## config.mk

```make
export PLATFORM = sky130hd
export DESIGN_NAME = rect_fill_engine
export DESIGN_NICKNAME = d
export VERILOG_FILES = /design/src/rtl/rect_fill_engine.sv
export SDC_FILE = /design/constraint.sdc
export NUM_CORES = 1
export LEC_CHECK = 0
export BUFFER_PORTS_ARGS = -buffer_cell sky130_fd_sc_hd__buf_2
export CORE_ASPECT_RATIO = 1.5
export CORE_MARGIN = 2
export CORE_UTILIZATION = 45
export CTS_BUF_LIST = sky130_fd_sc_hd__clkbuf_8 sky130_fd_sc_hd__clkbuf_16
export CTS_CLUSTER_DIAMETER = 150
export CTS_CLUSTER_SIZE = 30
export DETAILED_ROUTE_END_ITERATION = 10
export GPL_ROUTABILITY_DRIVEN = 1
export PLACE_DENSITY = 0.67
export SLEW_MARGIN = 20
export SYNTH_ARGS = -nofsm -noshare
export SYNTH_HDL_FRONTEND = slang
export SYNTH_SLANG_ARGS = --single-unit
```

## constraint.sdc

```tcl
create_clock -name clk -period 3.7 [get_ports clk]
set_clock_uncertainty 0.2 [all_clocks]
set_input_delay 0.37 -clock clk [delete_from_list [all_inputs] [get_ports clk]]
set_output_delay 0.37 -clock clk [all_outputs]
set_load 0.05 [all_outputs]
```

## src/rtl/rect_fill_engine.sv

```systemverilog
// Rectangle fill engine: scans a screen-clipped rectangle and issues one framebuffer write per clock.
// Optional build macro RECT_OUTLINE_EN adds an `outline` input that restricts plotting to edge pixels.
module rect_fill_engine #(
  parameter int SCREEN_W = 160,
  parameter int SCREEN_H = 120,
  parameter int XW       = 8,
  parameter int YW       = 7,
  parameter int CW       = 3
) (
  input  logic          clk,
  input  logic          resetn,
  input  logic          start,
  input  logic [XW-1:0] x0,
  input  logic [YW-1:0] y0,
  input  logic [XW-1:0] w,
  input  logic [YW-1:0] h,
  input  logic [CW-1:0] fill_color,
`ifdef RECT_OUTLINE_EN
  input  logic          outline,
`endif
  output logic          busy,
  output logic          done,
  output logic [XW-1:0] x,
  output logic [YW-1:0] y,
  output logic [CW-1:0] color,
  output logic          plot
);

  localparam logic [XW:0]   X_LIM = (XW+1)'(SCREEN_W);
  localparam logic [YW:0]   Y_LIM = (YW+1)'(SCREEN_H);
  localparam logic [XW:0]   X_ONE = {{XW{1'b0}}, 1'b1};
  localparam logic [YW:0]   Y_ONE = {{YW{1'b0}}, 1'b1};
  localparam logic [XW-1:0] X_INC = {{(XW-1){1'b0}}, 1'b1};
  localparam logic [YW-1:0] Y_INC = {{(YW-1){1'b0}}, 1'b1};

  typedef enum logic [1:0] {
    IDLE   = 2'd0,
    DRAW   = 2'd1,
    FINISH = 2'd2
  } state_t;

  state_t        state_r, state_s;
  logic [XW-1:0] xs_r, xs_s, cx_r, cx_s, nx_s, x_s;
  logic [YW-1:0] cy_r, cy_s, ny_s, y_s;
  logic [XW:0]   xe_r, xe_s, x_sum_s, x_clip_s;
  logic [YW:0]   ye_r, ye_s, y_sum_s, y_clip_s;
  logic [CW-1:0] fill_r, fill_s, color_s;
  logic          busy_s, done_s, plot_s;
  logic          empty_s, row_end_s, last_s, edge_s;
`ifdef RECT_OUTLINE_EN
  logic [YW-1:0] ys_r, ys_s;
  logic          outline_r, outline_s;
`endif

  // Clip the requested extent to the screen and classify requests with no visible pixel.
  always_comb begin
    x_sum_s = {1'b0, x0} + {1'b0, w};
    y_sum_s = {1'b0, y0} + {1'b0, h};
    if (x_sum_s > X_LIM) begin
      x_clip_s = X_LIM;
    end else begin
      x_clip_s = x_sum_s;
    end
    if (y_sum_s > Y_LIM) begin
      y_clip_s = Y_LIM;
    end else begin
      y_clip_s = y_sum_s;
    end
    empty_s = (w == {XW{1'b0}}) || (h == {YW{1'b0}}) ||
              ({1'b0, x0} >= X_LIM) || ({1'b0, y0} >= Y_LIM);
  end

  // Row-major successor of the current scan position and its edge classification.
  always_comb begin
    row_end_s = (({1'b0, cx_r} + X_ONE) == xe_r);
    last_s    = row_end_s && (({1'b0, cy_r} + Y_ONE) == ye_r);
    if (row_end_s) begin
      nx_s = xs_r;
      ny_s = cy_r + Y_INC;
    end else begin
      nx_s = cx_r + X_INC;
      ny_s = cy_r;
    end
`ifdef RECT_OUTLINE_EN
    edge_s = !outline_r || (nx_s == xs_r) || (({1'b0, nx_s} + X_ONE) == xe_r) ||
             (ny_s == ys_r) || (({1'b0, ny_s} + Y_ONE) == ye_r);
`else
    edge_s = 1'b1;
`endif
  end

  // Next-state and next-output logic; pixel outputs only move when a write is issued.
  always_comb begin
    state_s = state_r;
    xs_s    = xs_r;
    cx_s    = cx_r;
    cy_s    = cy_r;
    xe_s    = xe_r;
    ye_s    = ye_r;
    fill_s  = fill_r;
    x_s     = x;
    y_s     = y;
    color_s = color;
    busy_s  = 1'b0;
    done_s  = 1'b0;
    plot_s  = 1'b0;
`ifdef RECT_OUTLINE_EN
    ys_s      = ys_r;
    outline_s = outline_r;
`endif
    case (state_r)
      IDLE: begin
        if (start) begin
          xs_s   = x0;
          cx_s   = x0;
          cy_s   = y0;
          xe_s   = x_clip_s;
          ye_s   = y_clip_s;
          fill_s = fill_color;
`ifdef RECT_OUTLINE_EN
          ys_s      = y0;
          outline_s = outline;
`endif
          if (empty_s) begin
            state_s = FINISH;
            done_s  = 1'b1;
          end else begin
            state_s = DRAW;
            busy_s  = 1'b1;
            plot_s  = 1'b1;
            x_s     = x0;
            y_s     = y0;
            color_s = fill_color;
          end
        end else begin
          state_s = IDLE;
        end
      end
      DRAW: begin
        if (last_s) begin
          state_s = FINISH;
          done_s  = 1'b1;
        end else begin
          cx_s   = nx_s;
          cy_s   = ny_s;
          busy_s = 1'b1;
          plot_s = edge_s;
          if (edge_s) begin
            x_s     = nx_s;
            y_s     = ny_s;
            color_s = fill_r;
          end else begin
            x_s     = x;
            y_s     = y;
            color_s = color;
          end
        end
      end
      FINISH: begin
        state_s = IDLE;
      end
      default: begin
        state_s = IDLE;
      end
    endcase
  end

  // State, scan context and registered outputs.
  always_ff @(posedge clk or negedge resetn) begin
    if (!resetn) begin
      state_r <= IDLE;
      xs_r    <= {XW{1'b0}};
      cx_r    <= {XW{1'b0}};
      cy_r    <= {YW{1'b0}};
      xe_r    <= {(XW+1){1'b0}};
      ye_r    <= {(YW+1){1'b0}};
      fill_r  <= {CW{1'b0}};
      x       <= {XW{1'b0}};
      y       <= {YW{1'b0}};
      color   <= {CW{1'b0}};
      busy    <= 1'b0;
      done    <= 1'b0;
      plot    <= 1'b0;
`ifdef RECT_OUTLINE_EN
      ys_r      <= {YW{1'b0}};
      outline_r <= 1'b0;
`endif
    end else begin
      state_r <= state_s;
      xs_r    <= xs_s;
      cx_r    <= cx_s;
      cy_r    <= cy_s;
      xe_r    <= xe_s;
      ye_r    <= ye_s;
      fill_r  <= fill_s;
      x       <= x_s;
      y       <= y_s;
      color   <= color_s;
      busy    <= busy_s;
      done    <= done_s;
      plot    <= plot_s;
`ifdef RECT_OUTLINE_EN
      ys_r      <= ys_s;
      outline_r <= outline_s;
`endif
    end
  end

endmodule

```

==> results.yml <==
finish:
  design_area_mm2: 0.00498
  antenna_cells: 0
  final_net_count: 577
  layout-drive-gt1-share_pct: 21.4
  areaGrowthSynthToFinish_pct: 16.1
global_routing:
  global_route.usage.total_pct: 24.0
  maximum_number_of_pins_on_one_net_before_global_route_repair: 32
  vias_in_the_first_global_route: 3785
  wire_length_of_the_first_global_routing_pass_um: 19200
  gr-total-overflow: 0
  grt_antenna_before_repair: 0
clock_network:
  cts_post_setup_buffers_inserted: 0
  numClockSinks: 65
  worst_setup_hold_path_clk_slew_ns: 0.06
  clock_latency_ns: 0.33
  num_cts_buffers: 9
  tritoncts: "yes"
  clk_path_buf_depth: 2
  htree_num_levels: 3
  clock_tree.root_cell: "clkbuf_16"
sta:
  endpoints_failing_setup: 0
  worst_tran_pin_value_ns: 0.834
  final.period_utilization_pct: 93.5
  hold_viol_final: 0
  worst_slew_margin_relative_to_its_limit_pct: 44.1
  fmaxAchievable_ghz: 0.289
  finalCriticalPeriod_ns: 3.46
  totalNegativeSetupSlack_ns: 0
  slew_violations: 0
  rsz_0062_raised_after_global_routing: "false"
hold_path:
  whs_path_depth: 3
  hold_end: "fill_r[2]"
  hold_path.class: "input port to register"
  origin_of_the_worst_min_delay_path: "fill_color[2]"
worst_setup_path:
  rrSetupSlack_ns: 0.24
  crit_path_top_delay_cell: "or4_1"
  critical_path.max_fanout: 14
  critical_path.n_buffers_inverters: 0
  crit-reg2reg-capture: "cx_r[0]"
  critical_path.startpoint_type: "register"
  cpPeakStageDelay_ns: 0.58
  timing.reg2reg.worst_path_depth: 8
  end_kind: "register"
  cp.required_ns: 3.72
  critical_path_s_top_delay_family: "simple AND/OR/NAND/NOR gates"
  critical_path_cell_sequence: "ha_1, nand4_1, a211oi_1, o311ai_0, or4_1, or4_4, and2_4, mux2_4"
  type_of_the_worst_setup_path: "register to register"
  r2r-start: "cy_r[0]"
  crit_arrival_ns: 3.48
power_and_ir_drop:
  p_leak_nw: 2.20
  power_per_cell_area_mw_per_mm2: 981
  power.ir.vdd_worst_mv: 0.445
status:
  run_status: "finished, final reports clean"
run:
  cap_viol_max_count: 0
placed_design:
  port_buffers: 56
  gp_congestion: 0.940
  placed_cell_area_mm2: 0.00466
  dp.final_hpwl_um: 9130
yosys:
  synth-warning-count: 0
  synthesis.area_per_instance_um2: 9.10
  ys_ff_latch: 65
  synth_edf_count: 0
  synthArstFlopShare_pct: 100
  synthesis.instances: 471
  synth-seq-area-share_pct: 37.9
  netlist.top_cell.by_area: "dfrtp_1"
  synth_top_area_share_pct: 37.9
  cell_types_with_the_largest_area_share_after_synthesis: "dfrtp_1 38%, nand2_1 6.7%, ha_1 5.0%"
  synthDistinctLibCells: 67
  ys_dominant_reg_cell: "dfrtp_1"
  syn_nets: 526
  synth_area_mm2: 0.00429
die:
  io-pin-count: 57
  floorplan.die.height_um: 124
  core.rowCount: 43
  die_width_um: 83.7
  initial_core_util_pct: 46.3
  design.core.area_mm2: 0.00925
  floorplan.die_area_mm2: 0.0103
drt:
  routed_via_density: 5.91
  finalWirelength_um: 11900
  drt_drc_violations_left: 0
  drt_iter0_drc: 208
  antenna_left: 0
  route.detailed.wl_per_inst_um: 18.7
  routed-via-count: 3777
  drt_pre_antenna_iters: 5
report_power, final:
part	internal, W	leakage (nW)	switching, W	total, W
Combinational	0.00102	1.29	0.00159	0.00261
Sequential	0.00105	0.766	0.000358	0.00141
Clock	0.000540	0.145	0.000324	0.000864
Total	0.00261	2.20	0.00227	0.00488
area by class of cell:
type	count	area (um2)
fillers	878	4280
multi-input cells	360	2460
flip-flops and latches	65	1630
repair buffers	70	388
clock buffers	10	239
well taps	112	140
clock inverters	6	67.6
inverters	16	60.1
synthesized netlist by cell type, types with 2 or more instances:
library cell	count
a211oi_1	4
a21boi_0	3
a21o_1	4
a21oi_1	18
a2bb2oi_1	6
a31o_2	2
a31oi_1	15
a32o_1	2
and2_1	5
and3_1	2
buf_1	3
buf_2	7
buf_4	2
buf_6	3
clkbuf_1	15
dfrtp_1	65
fa_1	2
ha_1	17
inv_1	16
mux2_1	2
mux2_2	13
mux2_4	4
nand2_1	77
nand3_1	14
nand3b_1	2
nand4_1	6
nor2_1	29
nor2b_1	6
nor3_1	2
nor3b_1	2
nor4_1	5
nor4b_1	3
o211ai_1	9
o21a_1	3
o21ai_0	20
o21ba_2	2
o22a_1	4
o31a_1	3
o31ai_1	11
o41ai_1	2
or3_1	2
or4_1	5
xnor2_1	17
xor2_1	14
worst max path at each step:
stage	startpoint	end	slack (ns)	cells after the start
finish	cy_r[0]	cx_r[0]	0.24	8
global route	cy_r[0]	cy_r[6]	0.07	8
CTS	cx_r[0]	y[4]	0.27	8
detailed placement	cy_r[0]	cx_r[1]	0.29	8
global placement	cx_r[0]	y[4]	0.30	8
floorplan	cx_r[1]	cx_r[0]	0.25	12
metrics by stage:
step | utilization [%] | setup slack, ns | hold slack [ns] | cells | total power, W
after detailed placement | 50.3 | 0.286 | 0.220 | 622 | 0.00400
after CTS | 53.7 | 0.273 | 0.0374 | 639 | 0.00488
after global placement | 50.3 | 0.304 | 0.206 | 622 | 0.00394
after global routing | 53.8 | 0.0721 | 0.0483 | 639 | 0.00520
after floorplan | - | 0.253 | -0.126 | 471 | 0.00337
final | 53.8 | 0.241 | 0.0412 | 639 | 0.00488
tightest hold or removal path: stages:
cell	delay (ns)
buf_2	0.09
nand2_1	0.04
nand2_1	0.05
per-layer routing:
layer / track usage, % / wire length (um) / vias up
met3: 4.14 / 447 / 34
met1: 25.3 / 4400 / 1830
li1: - / - / 1808
met5: 0 / 0 / -
met4: 13.0 / 526 / 0
met2: 45.3 / 6550 / 105
logic make-up (layout without fill, tap and decap cells):
kind of cell             after synthesis  after routing  share of synthesized area (%)
AND/OR/NAND/NOR                      171            171                           19.7
AO/OA/AOI/OAI                        119            119                           19.3
flip-flops                            65             65                           37.9
buffers and inverters                 46            102                           4.93
XOR/XNOR                              32             32                           6.89
adder cells (fa/ha/maj)               19             19                           5.89
multiplexers                          19             19                           5.34
repair_timing:
action | CTS | global route
resized for setup | 0 | 1
setup endpoints to repair | 0 | 1
hold endpoints to repair | 25 | 0
hold buffers | 1 | 0
flip-flops by register name, indices dropped and copies added (netlist names):
| name | count |
|---|---|
| xe_r | 9 |
| cx_r | 8 |
| x | 8 |
| xs_r | 8 |
| ye_r | 8 |
| cy_r | 7 |
| y | 7 |
| color | 3 |
| fill_r | 3 |
| state_r | 2 |
| done | 1 |
| plot | 1 |
placed cells by master, fill, tap and decap left out, types with 13 or more instances in the layout:
cell type   n
a21oi_1    18
a31oi_1    15
buf_2      56
buf_4      13
dfrtp_1    65
ha_1       17
inv_1      16
mux2_2     13
nand2_1    77
nand3_1    14
nor2_1     29
o21ai_0    20
xnor2_1    17
xor2_1     14
(Power assumes the default switching activity.)
